`src/rtl/liteic_pkg.sv`:
```
// liteic_pkg: shared crossbar sizing, slave address map, read connectivity, response codes and read-node FSM states.
package liteic_pkg;
    localparam int IC_NUM_SLAVE_SLOTS  = 4;
    localparam int IC_NUM_MASTER_SLOTS = 2;
    localparam int IC_ARADDR_WIDTH     = 32;
    localparam int IC_RDATA_WIDTH      = 34;
    localparam int IC_RDATA_W          = IC_RDATA_WIDTH - 2;
    localparam int IC_SLV_ID_W         = (IC_NUM_SLAVE_SLOTS > 1) ? $clog2(IC_NUM_SLAVE_SLOTS) : 1;
    // Slave 0 and slave 2 overlap on 0x2000-0x2FFF; slave 0 is hidden from master 1.
    localparam logic [IC_NUM_SLAVE_SLOTS-1:0][IC_ARADDR_WIDTH-1:0] IC_SLV_BASE = {
        32'h8000_0000, 32'h0000_2000, 32'h0000_1000, 32'h0000_2000};
    localparam logic [IC_NUM_SLAVE_SLOTS-1:0][IC_ARADDR_WIDTH-1:0] IC_SLV_MASK = {
        32'hF000_0000, 32'hFFFF_E000, 32'h0000_F000, 32'hFFFF_F000};
    localparam logic [IC_NUM_SLAVE_SLOTS-1:0][IC_NUM_MASTER_SLOTS-1:0] IC_RD_CONN_MAP = {
        2'b11, 2'b11, 2'b11, 2'b01};
    localparam logic [1:0] IC_RESP_OKAY   = 2'b00;
    localparam logic [1:0] IC_RESP_DECERR = 2'b11;
    typedef logic [2:0] mst_rd_state_t;
    localparam mst_rd_state_t ST_IDLE  = 3'd0;
    localparam mst_rd_state_t ST_REQ   = 3'd1;
    localparam mst_rd_state_t ST_RESP  = 3'd2;
    localparam mst_rd_state_t ST_RDATA = 3'd3;
    localparam mst_rd_state_t ST_ERR   = 3'd4;
    function automatic logic [IC_NUM_SLAVE_SLOTS-1:0] ic_onehot(input logic [IC_SLV_ID_W-1:0] id);
        ic_onehot = '0;
        ic_onehot[id] = 1'b1;
    endfunction
endpackage

```
`src/rtl/liteic_addr_decoder.sv`:
```
// liteic_addr_decoder: combinational AR address decode to a slave slot for master MST_IDX.
// Ports: i_addr (address in), o_hit (some connected slave matches),
//        o_sel_onehot (one-hot slot, 0 on miss), o_sel_id (binary slot, 0 on miss).
module liteic_addr_decoder
    import liteic_pkg::*;
#(
    parameter int MST_IDX = 0
) (
    input  logic [IC_ARADDR_WIDTH-1:0]    i_addr,
    output logic                          o_hit,
    output logic [IC_NUM_SLAVE_SLOTS-1:0] o_sel_onehot,
    output logic [IC_SLV_ID_W-1:0]        o_sel_id
);
    // Scan downward so the lowest matching slot is the last one written and wins.
    always_comb begin
        o_hit        = 1'b0;
        o_sel_onehot = '0;
        o_sel_id     = '0;
        for (int s = IC_NUM_SLAVE_SLOTS - 1; s >= 0; s--) begin
            if (((i_addr & IC_SLV_MASK[s]) == IC_SLV_BASE[s]) && IC_RD_CONN_MAP[s][MST_IDX]) begin
                o_hit        = 1'b1;
                o_sel_onehot = '0;
                o_sel_onehot[s] = 1'b1;
                o_sel_id     = s[IC_SLV_ID_W-1:0];
            end
        end
    end
endmodule

```
`src/rtl/liteic_master_node_read.sv`:
```
// liteic_master_node_read: master-side read node; decodes AR, drives one crossbar request, returns the R response.
// Ports: clk_i/rst_i (sync active-high); mst_axil_* master AR/R channel; cbar_reqst_* request matrix
//        (broadcast address, one-hot valid, per-slave ready); cbar_resp_* response matrix
//        (per-slave {r_data, r_resp} and valid, one-hot ready).
// Option: LITEIC_MST_RD_DECERR_EN answers unmapped reads locally with DECERR; otherwise they
//         go to the last slave slot.
module liteic_master_node_read
    import liteic_pkg::*;
#(
    parameter int MST_IDX = 0
) (
    input  logic                                              clk_i,
    input  logic                                              rst_i,
    input  logic [IC_ARADDR_WIDTH-1:0]                        mst_axil_ar_addr_i,
    input  logic                                              mst_axil_ar_valid_i,
    output logic                                              mst_axil_ar_ready_o,
    output logic [IC_RDATA_W-1:0]                             mst_axil_r_data_o,
    output logic [1:0]                                        mst_axil_r_resp_o,
    output logic                                              mst_axil_r_valid_o,
    input  logic                                              mst_axil_r_ready_i,
    output logic [IC_ARADDR_WIDTH-1:0]                        cbar_reqst_data_o,
    output logic [IC_NUM_SLAVE_SLOTS-1:0]                     cbar_reqst_val_o,
    input  logic [IC_NUM_SLAVE_SLOTS-1:0]                     cbar_reqst_rdy_i,
    input  logic [IC_NUM_SLAVE_SLOTS-1:0][IC_RDATA_WIDTH-1:0] cbar_resp_data_i,
    input  logic [IC_NUM_SLAVE_SLOTS-1:0]                     cbar_resp_val_i,
    output logic [IC_NUM_SLAVE_SLOTS-1:0]                     cbar_resp_rdy_o
);
    mst_rd_state_t                   r_state;
    logic                            r_live;
    logic [IC_ARADDR_WIDTH-1:0]      r_addr;
    logic [IC_NUM_SLAVE_SLOTS-1:0]   r_sel;
    logic [IC_SLV_ID_W-1:0]          r_id;
    logic [IC_RDATA_W-1:0]           r_rdata;
    logic [1:0]                      r_rresp;
    logic                            w_hit;
    logic [IC_NUM_SLAVE_SLOTS-1:0]   w_dec_sel;
    logic [IC_SLV_ID_W-1:0]          w_dec_id;
    logic [IC_NUM_SLAVE_SLOTS-1:0]   w_sel;
    logic [IC_SLV_ID_W-1:0]          w_id;
    logic                            w_ar_hs;
    logic                            w_r_out;

    liteic_addr_decoder #(.MST_IDX(MST_IDX)) u_dec (
        .i_addr       (mst_axil_ar_addr_i),
        .o_hit        (w_hit),
        .o_sel_onehot (w_dec_sel),
        .o_sel_id     (w_dec_id)
    );

`ifdef LITEIC_MST_RD_DECERR_EN
    assign w_sel   = w_dec_sel;
    assign w_id    = w_dec_id;
    assign w_r_out = (r_state == ST_RDATA) || (r_state == ST_ERR);
`else
    // Unmapped reads fall through to the default slave in the last slot.
    assign w_sel   = w_hit ? w_dec_sel : ic_onehot(IC_SLV_ID_W'(IC_NUM_SLAVE_SLOTS - 1));
    assign w_id    = w_hit ? w_dec_id : IC_SLV_ID_W'(IC_NUM_SLAVE_SLOTS - 1);
    assign w_r_out = (r_state == ST_RDATA);
`endif

    // r_live keeps ar_ready low in the cycle right after a reset edge.
    assign mst_axil_ar_ready_o = r_live && (r_state == ST_IDLE);
    assign w_ar_hs             = mst_axil_ar_valid_i && mst_axil_ar_ready_o;
    assign mst_axil_r_valid_o  = w_r_out;
    assign mst_axil_r_data_o   = r_rdata;
    assign mst_axil_r_resp_o   = r_rresp;
    assign cbar_reqst_data_o   = r_addr;
    assign cbar_reqst_val_o    = (r_state == ST_REQ) ? r_sel : '0;
    assign cbar_resp_rdy_o     = (r_state == ST_RESP) ? r_sel : '0;

    always_ff @(posedge clk_i) begin
        if (rst_i) begin
            r_state <= ST_IDLE;
            r_live  <= 1'b0;
            r_addr  <= '0;
            r_sel   <= '0;
            r_id    <= '0;
            r_rdata <= '0;
            r_rresp <= '0;
        end else begin
            r_live <= 1'b1;
            case (r_state)
                ST_IDLE: begin
                    if (w_ar_hs) begin
                        r_addr <= mst_axil_ar_addr_i;
                        r_sel  <= w_sel;
                        r_id   <= w_id;
`ifdef LITEIC_MST_RD_DECERR_EN
                        r_state <= w_hit ? ST_REQ : ST_ERR;
                        if (!w_hit) begin
                            r_rdata <= '0;
                            r_rresp <= IC_RESP_DECERR;
                        end
`else
                        r_state <= ST_REQ;
`endif
                    end
                end
                ST_REQ: begin
                    if (|(cbar_reqst_rdy_i & r_sel)) r_state <= ST_RESP;
                end
                ST_RESP: begin
                    if (cbar_resp_val_i[r_id]) begin
                        {r_rdata, r_rresp} <= cbar_resp_data_i[r_id];
                        r_state            <= ST_RDATA;
                    end
                end
                ST_RDATA: begin
                    if (mst_axil_r_ready_i) r_state <= ST_IDLE;
                end
`ifdef LITEIC_MST_RD_DECERR_EN
                ST_ERR: begin
                    if (mst_axil_r_ready_i) r_state <= ST_IDLE;
                end
`endif
                default: r_state <= ST_IDLE;
            endcase
        end
    end
endmodule

```
`config.mk`:
```
export PLATFORM = sky130hd
export DESIGN_NAME = liteic_master_node_read
export DESIGN_NICKNAME = d
export VERILOG_FILES = /design/src/rtl/liteic_pkg.sv /design/src/rtl/liteic_addr_decoder.sv /design/src/rtl/liteic_master_node_read.sv
export SDC_FILE = /design/constraint.sdc
export NUM_CORES = 1
export LEC_CHECK = 0
export CORE_AREA = 2 2 98 100
export DETAILED_ROUTE_END_ITERATION = 12
export DIE_AREA = 0 0 100 102
export DONT_BUFFER_PORTS = 1
export PLACE_DENSITY = 0.62
export SYNTH_ARGS = -nofsm -noshare
export SYNTH_HDL_FRONTEND = slang
export SYNTH_SLANG_ARGS = --single-unit
```
`constraint.sdc`:
```
create_clock -name clk_i -period 1.5 [get_ports clk_i]
set_clock_uncertainty 0.05 [all_clocks]
set_input_delay 0.3 -clock clk_i [delete_from_list [all_inputs] [get_ports clk_i]]
set_output_delay 0.3 -clock clk_i [all_outputs]
set_load 0.02 [all_outputs]
```
==> results.sh <==
export IMPL_status="finished with violations"
export IMPL_violations="hold timing, setup timing"
export IMPL_cp_required_ns=1.72
export IMPL_finalSetupViolations=78
export IMPL_seq_area_mm2=0.00151
export IMPL_crit_buf_inv=1
export IMPL_place_hpwl_um=7750
export IMPL_die_area_mm2=0.0102
export IMPL_final_setup_tns_ns=-6.18
export IMPL_syn_to_final_growth_pct=37.2
export IMPL_crit_slowest_cell="mux4_2"
export IMPL_clk_pin_slew_worst_paths_ns=0.10
export IMPL_die_w_um=100
export IMPL_power_leakage_nw=1.75
export IMPL_cts_sinks=75
export IMPL_rows=35
export IMPL_max_freq_mhz=608
export IMPL_yosys_warnings=0
export IMPL_min_to="cbar_reqst_data_o[3]"
export IMPL_fin_crit_ns=1.65
export IMPL_yosys_top_cells_area="dfxtp_1 (41%), mux4_2 (22%), nand2_1 (15%)"
export IMPL_fill_cells=762
export IMPL_multi_input_area_mm2=0.00259
export IMPL_min_path_cells=1
export IMPL_die_h_um=102
export IMPL_avgViaCountPerCell=6.11
export IMPL_synth_top_area_frac=0.410
export IMPL_rsz0062_at_grt="true"
export IMPL_drcViolationCount=0
export IMPL_drive_above_1_share=0.511
export IMPL_cts_root_buffer="clkbuf_8"
export IMPL_grt_max_degree=75
export IMPL_hold_viol_final=35
export IMPL_fin_crit_sh=1.10
export IMPL_ir_worst_vdd_mv=0.845
export IMPL_syn_cell_area_mm2=0.00366
export IMPL_async_flop_share=0
export IMPL_crit_chain="mux4_2 > buf_6 > nand2b_4 > nand3_2 > mux2i_1"
export IMPL_wl_per_cell_um=24.6
export IMPL_cp_max_fo=6
export IMPL_path_delay_family="multiplexers"
export IMPL_grt_pass1_wl_um=17000
export IMPL_drt_initial_drc_count=102
export IMPL_synth_most_common_cell="nand2_1"
export IMPL_htreeDepth=3
export IMPL_power_density_mw_per_mm2=1410
export IMPL_nNetsFinal=604
export IMPL_synth_top_area_cell="dfxtp_1"
export IMPL_grt_ovfl_total=0
export IMPL_post_dp_cell_area_mm2=0.00382
export IMPL_slowest_delay_ns=0.55
export IMPL_worstPathArrival_ns=1.87
export IMPL_ys_types=28
export IMPL_tightest_slew_ns=0.437
export IMPL_antenna_found_initial=0
export IMPL_whs_ns=-0.0428
export IMPL_r2r_start="r_id[0]"
export IMPL_clk_latency_ns=0.35
export IMPL_grt_pass1_vias=3222
export IMPL_io_pins=256
export IMPL_syn_num_nets=584
export IMPL_drt_wl_total_um=13200
export IMPL_diodes=0
export IMPL_total_power_mw=7.08
export IMPL_crit_type="flop to flop"
export IMPL_final_util=0.552
export IMPL_hold_buffers=1
export IMPL_setup_worst_path_start_class="flop"
export IMPL_synth_area_per_cell_um2=9.16
export IMPL_max_slew_margin=0.705
export IMPL_ys_top_cells_by_count="nand2_1 (142), dfxtp_1 (75), a21oi_1 (72), mux4_2 (35), clkbuf_1 (18)"
export IMPL_maxCapViolations=0
export IMPL_start_util=0.402
export IMPL_cp_end_kind="flop"
export IMPL_numCtsBuffers=9
export IMPL_synth_flop_cell="dfxtp_1"
export IMPL_ys_ff_latch=75
export IMPL_regToRegEndpoint="r_state[1]"
export IMPL_syn_inst=400
export IMPL_drtAntennaViolNets=0
export IMPL_rr_worst_depth=5
export IMPL_core_area_mm2=0.00911
export IMPL_tritoncts="built"
export IMPL_report_final_slew_viol_count=0
export IMPL_hold_path_startpoint="rst_i"
export IMPL_setup_slack_ns=-0.145
export IMPL_fin_area_mm2=0.00503
export IMPL_io_buffers=0
export IMPL_synth_edf_count=0
export IMPL_rrSetupSlack_ns=-0.15
export IMPL_drt_pass1_iter_count=4
export IMPL_vias=3275
export IMPL_grt_use_total=0.221
export IMPL_hold_class="input port to flop"
export IMPL_seq_area_frac_synth=0.410
export IMPL_clockBufferDepth=2
export IMPL_gp_routability_congestion=0.795
==> placed cells by master (no fill, tap or decap), types with 7 or more instances in the layout <==
cell type and instances:
a21oi_2 47, dfxtp_1 72, mux4_2 35, nand2_2 24
and2_4 14, buf_6 10, nand2_1 89, buf_12 7
nand2_4 30, buf_4 9, a21oi_1 25, clkbuf_8 9
==> metal layers <==
| layer | track usage | vias up | wire length, µm |
|---|---|---|---|
| met2 | 0.408 | 197 | 6910 |
| li1 | - | 1444 | - |
| met3 | 0.0643 | 32 | 1080 |
| met4 | 0.0832 | 0 | 457 |
| met5 | 0 | - | 0 |
| met1 | 0.239 | 1602 | 4740 |
==> sequential cells by signal, summed over array words and instances, names as in the netlist <==
register	count
cbar_reqst_data_o	32
mst_axil_r_data_o	32
r_sel	4
mst_axil_r_resp_o	2
r_id	2
r_state	2
r_live	1
==> through the flow <==
stage          setup WS, ns  instances
2_1_floorplan        -0.131        400
3_3_place_gp        -0.0616        497
3_5_place_dp        -0.0887        497
4_1_cts             -0.0890        527
5_1_grt              -0.192        536
6_report             -0.145        536
==> kinds of logic (layout without fill, tap and decap cells) <==
kind of cell | count (synthesis) | after routing | synth area share
AO/OA/AOI/OAI | 77 | 77 | 0.109
AND/OR/NAND/NOR | 174 | 178 | 0.198
multiplexers | 36 | 36 | 0.218
buffers and inverters | 34 | 55 | 0.0526
adder cells (fa/ha/maj) | 4 | 4 | 0.0137
flip-flops | 75 | 75 | 0.410
==> power breakdown <==
group	internal (mW)	switching, mW
Clock	0.798	0.853
Sequential	2.23	0.416
Combinational	1.41	1.37
==> worst max-delay path by stage <==
stage | from | endpoint | slack [ns] | depth (start not counted)
after CTS | r_id[0] | mst_axil_r_data_o[3] | -0.09 | 5
after global placement | mst_axil_ar_addr_i[21] | r_sel[2] | -0.06 | 4
after detailed placement | mst_axil_ar_addr_i[21] | r_sel[2] | -0.09 | 4
final | r_id[0] | r_state[1] | -0.15 | 5
after global routing | r_id[0] | mst_axil_r_resp_o[0] | -0.19 | 6
after floorplan | r_id[0] | mst_axil_r_data_o[0] | -0.13 | 7
==> repair_timing <==
item                       CTS  global route
setup buffers                7             3
pin swaps                   32            64
cloned                       7             7
setup endpoints to repair   49            82
hold endpoints to repair    74            71
gates resized for setup     75           120
==> layout make-up <==
| type | instances | area share |
|---|---|---|
| flip-flops and latches | 75 | 0.300 |
| clock inverters | 7 | 0.0167 |
| multi-input cells | 295 | 0.516 |
| well taps | 111 | 0.0276 |
| repair buffers | 36 | 0.112 |
| inverters | 3 | 0.00274 |
| clock buffers | 9 | 0.0246 |
Power figures use the tool's default switching activity.
